--- config.mk ---
export PLATFORM = sky130hd
export DESIGN_NAME = result_collector_flat
export DESIGN_NICKNAME = d
export VERILOG_FILES = /design/src/rtl/result_collector_pkg.sv /design/src/rtl/result_collector_if.sv /design/src/rtl/result_mem.sv /design/src/rtl/result_collector.sv /design/src/flat_wrapper.sv
export SDC_FILE = /design/constraint.sdc
export NUM_CORES = 1
export LEC_CHECK = 0
export CAP_MARGIN = 15
export CORE_AREA = 2 2 354 356
export CTS_CLUSTER_DIAMETER = 80
export DETAILED_ROUTE_END_ITERATION = 6
export DIE_AREA = 0 0 356 358
export GPL_TIMING_DRIVEN = 1
export SLEW_MARGIN = 20
export SYNTH_ARGS = -nofsm -noshare
export SYNTH_HDL_FRONTEND = slang
export SYNTH_SLANG_ARGS = --single-unit
--- constraint.sdc ---
create_clock -name clk -period 4.2 [get_ports clk]
set_input_delay 0.42 -clock clk [delete_from_list [all_inputs] [get_ports clk]]
set_output_delay 0.42 -clock clk [all_outputs]
set_load 0.01 [all_outputs]
--- src/rtl/result_collector_pkg.sv ---
// Shared NoC packet definitions used by PE, router and result collector.
package result_collector_pkg;

  localparam int PKT_W  = 32;
  localparam int DATA_W = 13;

  localparam int TYPE_LSB  = 29;
  localparam int DSTY_LSB  = 24;
  localparam int DSTX_LSB  = 21;
  localparam int SRCY_LSB  = 16;
  localparam int SRCX_LSB  = 13;
  localparam int PSUM_LSB  = 0;

  typedef enum logic [2:0] {
    PKT_FILTER = 3'b000,
    PKT_IFMAP  = 3'b001,
    PKT_PSUM   = 3'b010,
    PKT_RESULT = 3'b011
  } pkt_type_e;

  typedef struct packed {
    pkt_type_e          ptype;
    logic [4:0]         dst_y;
    logic [2:0]         dst_x;
    logic [4:0]         src_y;
    logic [2:0]         src_x;
    logic [DATA_W-1:0]  psum;
  } pkt_t;

  function automatic logic [PKT_W-1:0] make_pkt(
    input logic [2:0]        ptype,
    input logic [4:0]        src_y,
    input logic [DATA_W-1:0] psum
  );
    return {ptype, 5'd0, 3'd0, src_y, 3'd0, psum};
  endfunction

endpackage

--- src/rtl/result_collector_if.sv ---
// Valid/ready packet channel from the NoC into the collector.
interface result_collector_if #(
  parameter int WIDTH_PKT = 32
);

  logic                 pkt_valid;
  logic                 pkt_ready;
  logic [WIDTH_PKT-1:0] pkt_data;

  modport master (
    output pkt_valid,
    output pkt_data,
    input  pkt_ready
  );

  modport slave (
    input  pkt_valid,
    input  pkt_data,
    output pkt_ready
  );

endinterface

--- src/rtl/result_mem.sv ---
// Result storage: one write port, one registered read port.
module result_mem #(
  parameter int DEPTH = 105,
  parameter int WIDTH = 13,
  parameter int AW    = 7
) (
  input  logic             clk,
  input  logic             wr_en,
  input  logic [AW-1:0]    wr_addr,
  input  logic [WIDTH-1:0] wr_data,
  input  logic             rd_en,
  input  logic [AW-1:0]    rd_addr,
  output logic [WIDTH-1:0] rd_q
);

  logic [WIDTH-1:0] mem [DEPTH];

  always_ff @(posedge clk) begin
    if (wr_en) mem[wr_addr] <= wr_data;
    if (rd_en) rd_q <= mem[rd_addr];
  end

endmodule

--- src/rtl/result_collector.sv ---
// Collects final psum results per PE row into a flat buffer,
// then serves readout once every row has delivered DEPTH_R results.
module result_collector
  import result_collector_pkg::*;
#(
  parameter int WIDTH_PKT  = PKT_W,
  parameter int WIDTH_DATA = DATA_W,
  parameter int NUM_ROWS   = 5,
  parameter int DEPTH_R    = 21,
  localparam int TOTAL     = NUM_ROWS * DEPTH_R,
  localparam int AW        = $clog2(TOTAL)
) (
  input  logic                  clk,
  input  logic                  rst,
  result_collector_if.slave     pkt,
  input  logic                  clear,
  input  logic                  rd_en,
  input  logic [AW-1:0]         rd_addr,
  output logic [WIDTH_DATA-1:0] rd_data,
  output logic                  rd_valid,
  output logic                  done,
  output logic                  err_drop
);

  localparam int CW = $clog2(DEPTH_R + 1);
  localparam int TW = $clog2(TOTAL + 1);

  localparam logic [CW-1:0] CNT_MAX = CW'(DEPTH_R);
  localparam logic [TW-1:0] LAST_T  = TW'(TOTAL - 1);
  localparam logic [AW-1:0] DEPTH_A = AW'(DEPTH_R);
  localparam logic [AW-1:0] TOTAL_A = AW'(TOTAL);

  typedef enum logic {
    COLLECT,
    DONE
  } state_e;

  state_e state, state_nx;

  logic [CW-1:0]         row_cnt [NUM_ROWS];
  logic [TW-1:0]         total;
  pkt_t                  p;
  logic                  accept;
  logic                  store;
  logic                  drop;
  logic                  row_ok;
  logic [CW-1:0]         cnt_sel;
  logic [AW-1:0]         wr_addr;
  logic                  rd_hit;
  logic [WIDTH_DATA-1:0] rd_q;
  logic                  unused_fields;

  assign p = pkt_t'(pkt.pkt_data);
  assign unused_fields = ^{p.dst_y, p.dst_x, p.src_x};

  // Ready is withheld during reset and the clear cycle.
  assign pkt.pkt_ready = !rst && !clear && (state == COLLECT);
  assign accept = pkt.pkt_valid && pkt.pkt_ready;

  always_comb begin
    cnt_sel = '0;
    row_ok  = 1'b0;
    for (int r = 0; r < NUM_ROWS; r++) begin
      if (p.src_y == 5'(r)) begin
        cnt_sel = row_cnt[r];
        row_ok  = 1'b1;
      end
    end
  end

  assign store = accept && (p.ptype == PKT_RESULT) &&
                 row_ok && (cnt_sel < CNT_MAX);
  assign drop  = accept && !store;

  assign wr_addr = AW'(AW'(p.src_y) * DEPTH_A + AW'(cnt_sel));

  always_ff @(posedge clk or posedge rst) begin
    if (rst) state <= COLLECT;
    else     state <= state_nx;
  end

  always_comb begin
    state_nx = state;
    if (clear) begin
      state_nx = COLLECT;
    end else begin
      unique case (state)
        COLLECT: if (store && total == LAST_T) state_nx = DONE;
        DONE:    state_nx = DONE;
        default: state_nx = COLLECT;
      endcase
    end
  end

  always_ff @(posedge clk or posedge rst) begin
    if (rst) begin
      for (int r = 0; r < NUM_ROWS; r++) row_cnt[r] <= '0;
      total    <= '0;
      err_drop <= 1'b0;
    end else if (clear) begin
      for (int r = 0; r < NUM_ROWS; r++) row_cnt[r] <= '0;
      total    <= '0;
      err_drop <= 1'b0;
    end else begin
      for (int r = 0; r < NUM_ROWS; r++) begin
        if (store && p.src_y == 5'(r)) row_cnt[r] <= row_cnt[r] + CW'(1);
      end
      if (store) total <= total + TW'(1);
      if (drop)  err_drop <= 1'b1;
    end
  end

  assign done   = (state == DONE);
  assign rd_hit = rd_en && (state == DONE) && (rd_addr < TOTAL_A);

  always_ff @(posedge clk or posedge rst) begin
    if (rst) rd_valid <= 1'b0;
    else     rd_valid <= rd_hit;
  end

  assign rd_data = rd_valid ? rd_q : '0;

  result_mem #(
    .DEPTH (TOTAL),
    .WIDTH (WIDTH_DATA),
    .AW    (AW)
  ) u_mem (
    .clk     (clk),
    .wr_en   (store),
    .wr_addr (wr_addr),
    .wr_data (p.psum),
    .rd_en   (rd_hit),
    .rd_addr (rd_addr),
    .rd_q    (rd_q)
  );

endmodule

--- src/flat_wrapper.sv ---
// flat-port wrapper written by rule: the top's interface ports become plain ports
module result_collector_flat import result_collector_pkg::*;
#(
  parameter int WIDTH_PKT  = PKT_W,
  parameter int WIDTH_DATA = DATA_W,
  parameter int NUM_ROWS   = 5,
  parameter int DEPTH_R    = 21,
  localparam int TOTAL     = NUM_ROWS * DEPTH_R,
  localparam int AW        = $clog2(TOTAL)
)
  (clk, rst, clear, rd_en, rd_addr, rd_data, rd_valid, done, err_drop, pkt_pkt_valid, pkt_pkt_data, pkt_pkt_ready);
  result_collector_if #(.WIDTH_PKT(WIDTH_PKT)) pkt_i ();
  input  logic clk;
  input  logic rst;
  input  logic clear;
  input  logic rd_en;
  input  logic [AW-1:0] rd_addr;
  output logic [WIDTH_DATA-1:0] rd_data;
  output logic rd_valid;
  output logic done;
  output logic err_drop;
  input wire logic [$bits(pkt_i.pkt_valid)-1:0] pkt_pkt_valid;
  input wire logic [$bits(pkt_i.pkt_data)-1:0] pkt_pkt_data;
  output wire logic [$bits(pkt_i.pkt_ready)-1:0] pkt_pkt_ready;
  assign pkt_i.pkt_valid = pkt_pkt_valid;
  assign pkt_i.pkt_data = pkt_pkt_data;
  assign pkt_pkt_ready = pkt_i.pkt_ready;
  result_collector #(.WIDTH_PKT(WIDTH_PKT), .WIDTH_DATA(WIDTH_DATA), .NUM_ROWS(NUM_ROWS), .DEPTH_R(DEPTH_R)) u_core (.clk(clk), .rst(rst), .pkt(pkt_i), .clear(clear), .rd_en(rd_en), .rd_addr(rd_addr), .rd_data(rd_data), .rd_valid(rd_valid), .done(done), .err_drop(err_drop));
endmodule
==> metrics.cfg, run 1 <==
[floorplan]
initial_utilization = 0.449
ios = 61
core-area_um2 = 123000
die_y_um = 358
die_w_um = 356
die-area_um2 = 127000
num_rows = 129

[clocking]
clock_sinks = 1413
htree_levels = 4
cts_root_buffer = clkbuf_16
worstSkewPairLatency_ns = 0.76
cts_made_buffers = 144
clk_path_buf_depth = 3
tritoncts = done
clkTransAtPathRegs_ns = 0.06

[global_routing]
grt_pass1_vias = 26840
antenna_found_initial = 18
track_usage = 0.221
grt_max_degree = 83
grt-ovfl-total = 0
grt_pass1_wl_um = 198000

[worst_setup_path]
reg2reg_from = u_core.row_cnt[23]
r2r_slack_ns = -0.01
endpoint_kind = register
crit_required_ns = 4.65
critPathTopFamily = adder cells
worstRegToRegCells = 19
critical_path.max_stage_delay_ns = 0.48
path_buf_inv = 6
critical_path_class = register to register
worstPathCellList = or3_1 -> o2111ai_2 -> a21oi_2 -> ha_1 -> ha_4 -> inv_2 -> fa_1 -> inv_2 -> fa_2 -> a21o_1 -> a21oi_2 -> xnor2_2 -> buf_4 -> nor2_4 -> buf_12 -> nand2_8 -> buf_4 -> nor2_4 -> buf_12
r2r_end = u_core.u_mem.mem[13][9]
cp.depth = 19
cp.arrival_ns = 4.66
crit_slowest_cell = fa_1
path_max_fanout = 13
cp-start-kind = register

[synth]
synth_ff_type = edfxtp_1
synth_area_um2 = 55300
synth-edff-count = 1378
yosysMostFrequentCell = edfxtp_1
post_synth_num_cell_types = 59
synth_seq_area_share = 0.764
yosys-top-cells-count = edfxtp_1, mux4_2, nor2_1
async_flop_share = 0.0248
syn_inst = 2401
synth_area_leaders = edfxtp_1, mux4_2, dfrtp_1, nor2_1, mux2_2
syn_nets = 2473
ys_warn_count = 0
yosysTopAreaCell = edfxtp_1
synth_seq_cells = 1413
synth.avg_cell_area_um2 = 23.0
synth.top_cell.area_share = 0.748

[placement]
post-dp-hpwl_um = 87300
io_buffers = 49
place_congestion = 0.857
placed_cell_area_um2 = 62100

[drt]
num_vias = 26687
routed_wl_um = 138000
drc_errors = 0
drt_iter0_markers = 3430
drt_first_pass_iters = 7
dr_wl_met2_um = 64800
drtAntennaViolNets = 0
wl_met3_um = 11300
drt-met1-wl_um = 58300
avgRoutedWirePerCell_um = 30.5
highest_layer = met5
viasPerCell = 5.90

[power_and_ir_drop]
p_per_area_nw_per_um2 = 447
ir_drop_mv = 0.344
p_leak_nw = 21.2

[sta]
tns_ns = -0.181
fin_ws_ns = -0.0107
worst_slew_pin_slew_ns = 1.09
maxClockFrequency_mhz = 237
setup_viol = 50
maxSlewHeadroom = 0.273
skew_ns = 0.0276
min_period_over_period = 1.00
rsz0062_at_grt = yes
hold_violations = 0
fin_crit_ns = 4.21
final_max_slew_viol_count = 0

[run_status]
violations = setup timing
status = complete, but fails checks

[cells_and_area]
syn2layout_area_growth_pct = 21.1
fin_area_um2 = 67000
drive_above_1_share = 0.392
nets = 2843

[flow_run]
max_cap_viol_count = 0

[min_path]
worstHoldPathType = primary input to asynchronous set/reset pin

==> what timing repair did <==
| item | in CTS | in global routing |
|---|---|---|
| buffers inserted | 11 | 12 |
| gates cloned | 2 | 3 |
| setup endpoints to repair | 701 | 1365 |
| pin swaps | 9 | 9 |
| gates resized for setup | 12 | 16 |
| hold buffers | 0 | 0 |
==> worst max-delay path by stage <==
stage	end	from
2_1_floorplan	u_core.u_mem.mem[88][0]	pkt_pkt_data[18]
3_3_place_gp	u_core.u_mem.mem[90][4]	pkt_pkt_data[18]
3_5_place_dp	u_core.u_mem.mem[64][11]	pkt_pkt_data[16]
4_1_cts	u_core.u_mem.mem[88][8]	u_core.row_cnt[23]
5_1_grt	u_core.u_mem.mem[11][12]	pkt_pkt_data[20]
6_report	u_core.u_mem.mem[13][9]	u_core.row_cnt[23]
==> metal layers <==
layer | global-route usage | vias to the layer above
li1 | - | 10970
met3 | 0.0520 | 196
met1 | 0.319 | 14426
met2 | 0.336 | 1089
met5 | 0 | -
met4 | 0.0671 | 6
==> cell families (layout without fill, tap and decap cells) <==
logic type	count (synthesis)	after routing	share of synthesized area
compound gates	59	59	0.00753
mux	478	478	0.186
fa+ha+maj	28	28	0.00687
buf+inv	150	632	0.0120
other cells	0	2	0
simple gates	257	257	0.0217
xor+xnor	16	16	0.00253
flops	1413	1413	0.764
==> flip-flops by register name (all words and copies together) (netlist names) <==
register / cells
u_core.u_mem.rd_q: 13
u_core.u_mem.mem: 1365
u_core.row_cnt: 25
u_core.done: 1
u_core.rd_valid: 1
u_core.total: 7
u_core.err_drop: 1
==> worst register-to-register path, stage by stage, from the launching register on <==
cell       delay [ns]
dfrtp_1          0.37
or3_1            0.38
o2111ai_2        0.11
a21oi_2          0.10
ha_1             0.32
ha_4             0.27
inv_2            0.03
fa_1             0.48
inv_2            0.05
fa_2             0.34
a21o_1           0.20
a21oi_2          0.18
xnor2_2          0.12
buf_4            0.17
nor2_4           0.13
buf_12           0.14
nand2_8          0.10
buf_4            0.16
nor2_4           0.09
buf_12           0.16
==> final cells by class <==
cell class,instances,area (um^2)
antenna,2,5.00
clock buffer,184,3870
clock inverter,74,644
fill,9199,56300
inverter,26,97.6
multi-input combinational,838,13500
sequential,1413,42300
tap,1637,2050
timing repair buffer,348,4580
==> where the power goes <==
group | leakage (nW) | switching (mW) | internal, mW | total, mW
logic | 6.10 | 1.28 | 0.892 | 2.18
registers | 12.9 | 0.000701 | 15.5 | 15.5
clock network | 2.19 | 5.16 | 7.12 | 12.3
total | 21.2 | 6.44 | 23.5 | 29.9
==> layout by cell type, fill, tap and decap left out, drive strengths merged, types with 3 or more instances in the layout <==
cell,Yosys,final
a21oi,16,16
a31oi,4,4
and2,16,16
and3,6,6
buf,62,313
bufinv,0,10
clkbuf,62,188
clkdlybuf4s50,0,31
clkinv,0,54
clkinvlp,0,6
dfrtp,35,35
edfxtp,1378,1378
fa,4,4
ha,24,24
inv,26,30
mux2,27,27
mux2i,15,15
mux4,436,436
nand2,35,35
nand2b,3,3
nand3,17,17
nand4,10,10
nand4b,3,3
nor2,139,139
nor2b,9,9
nor3,5,5
nor4,3,3
o211ai,7,7
o21ai,8,8
o2bb2ai,3,3
o31ai,3,3
o41ai,3,3
xnor2,9,9
xor2,7,7
==> per-stage QoR <==
stage | power, mW | utilization | setup WS [ns] | cells | hold WS [ns]
after global placement | 17.8 | 0.503 | -0.829 | 4238 | 0.479
after floorplan | 16.8 | - | -0.151 | 2401 | 0.447
after detailed placement | 17.9 | 0.503 | -0.883 | 4238 | 0.496
after global routing | 30.8 | 0.543 | -0.171 | 4520 | 0.175
after CTS | 30.2 | 0.542 | -0.0385 | 4508 | 0.108
final | 29.9 | 0.543 | -0.0107 | 4522 | 0.130
Power figures use the tool's default switching activity.
==> run 2, diff against run 1 <==
--- a/config.mk
+++ b/config.mk
@@ -10,7 +10,6 @@
 export CTS_CLUSTER_DIAMETER = 80
 export DETAILED_ROUTE_END_ITERATION = 6
 export DIE_AREA = 0 0 356 358
-export GPL_TIMING_DRIVEN = 1
 export SLEW_MARGIN = 20
 export SYNTH_ARGS = -nofsm -noshare
 export SYNTH_HDL_FRONTEND = slang
==> results of run 2 <==
No change in the layout: final DEF, timing and power equal those of run 1.
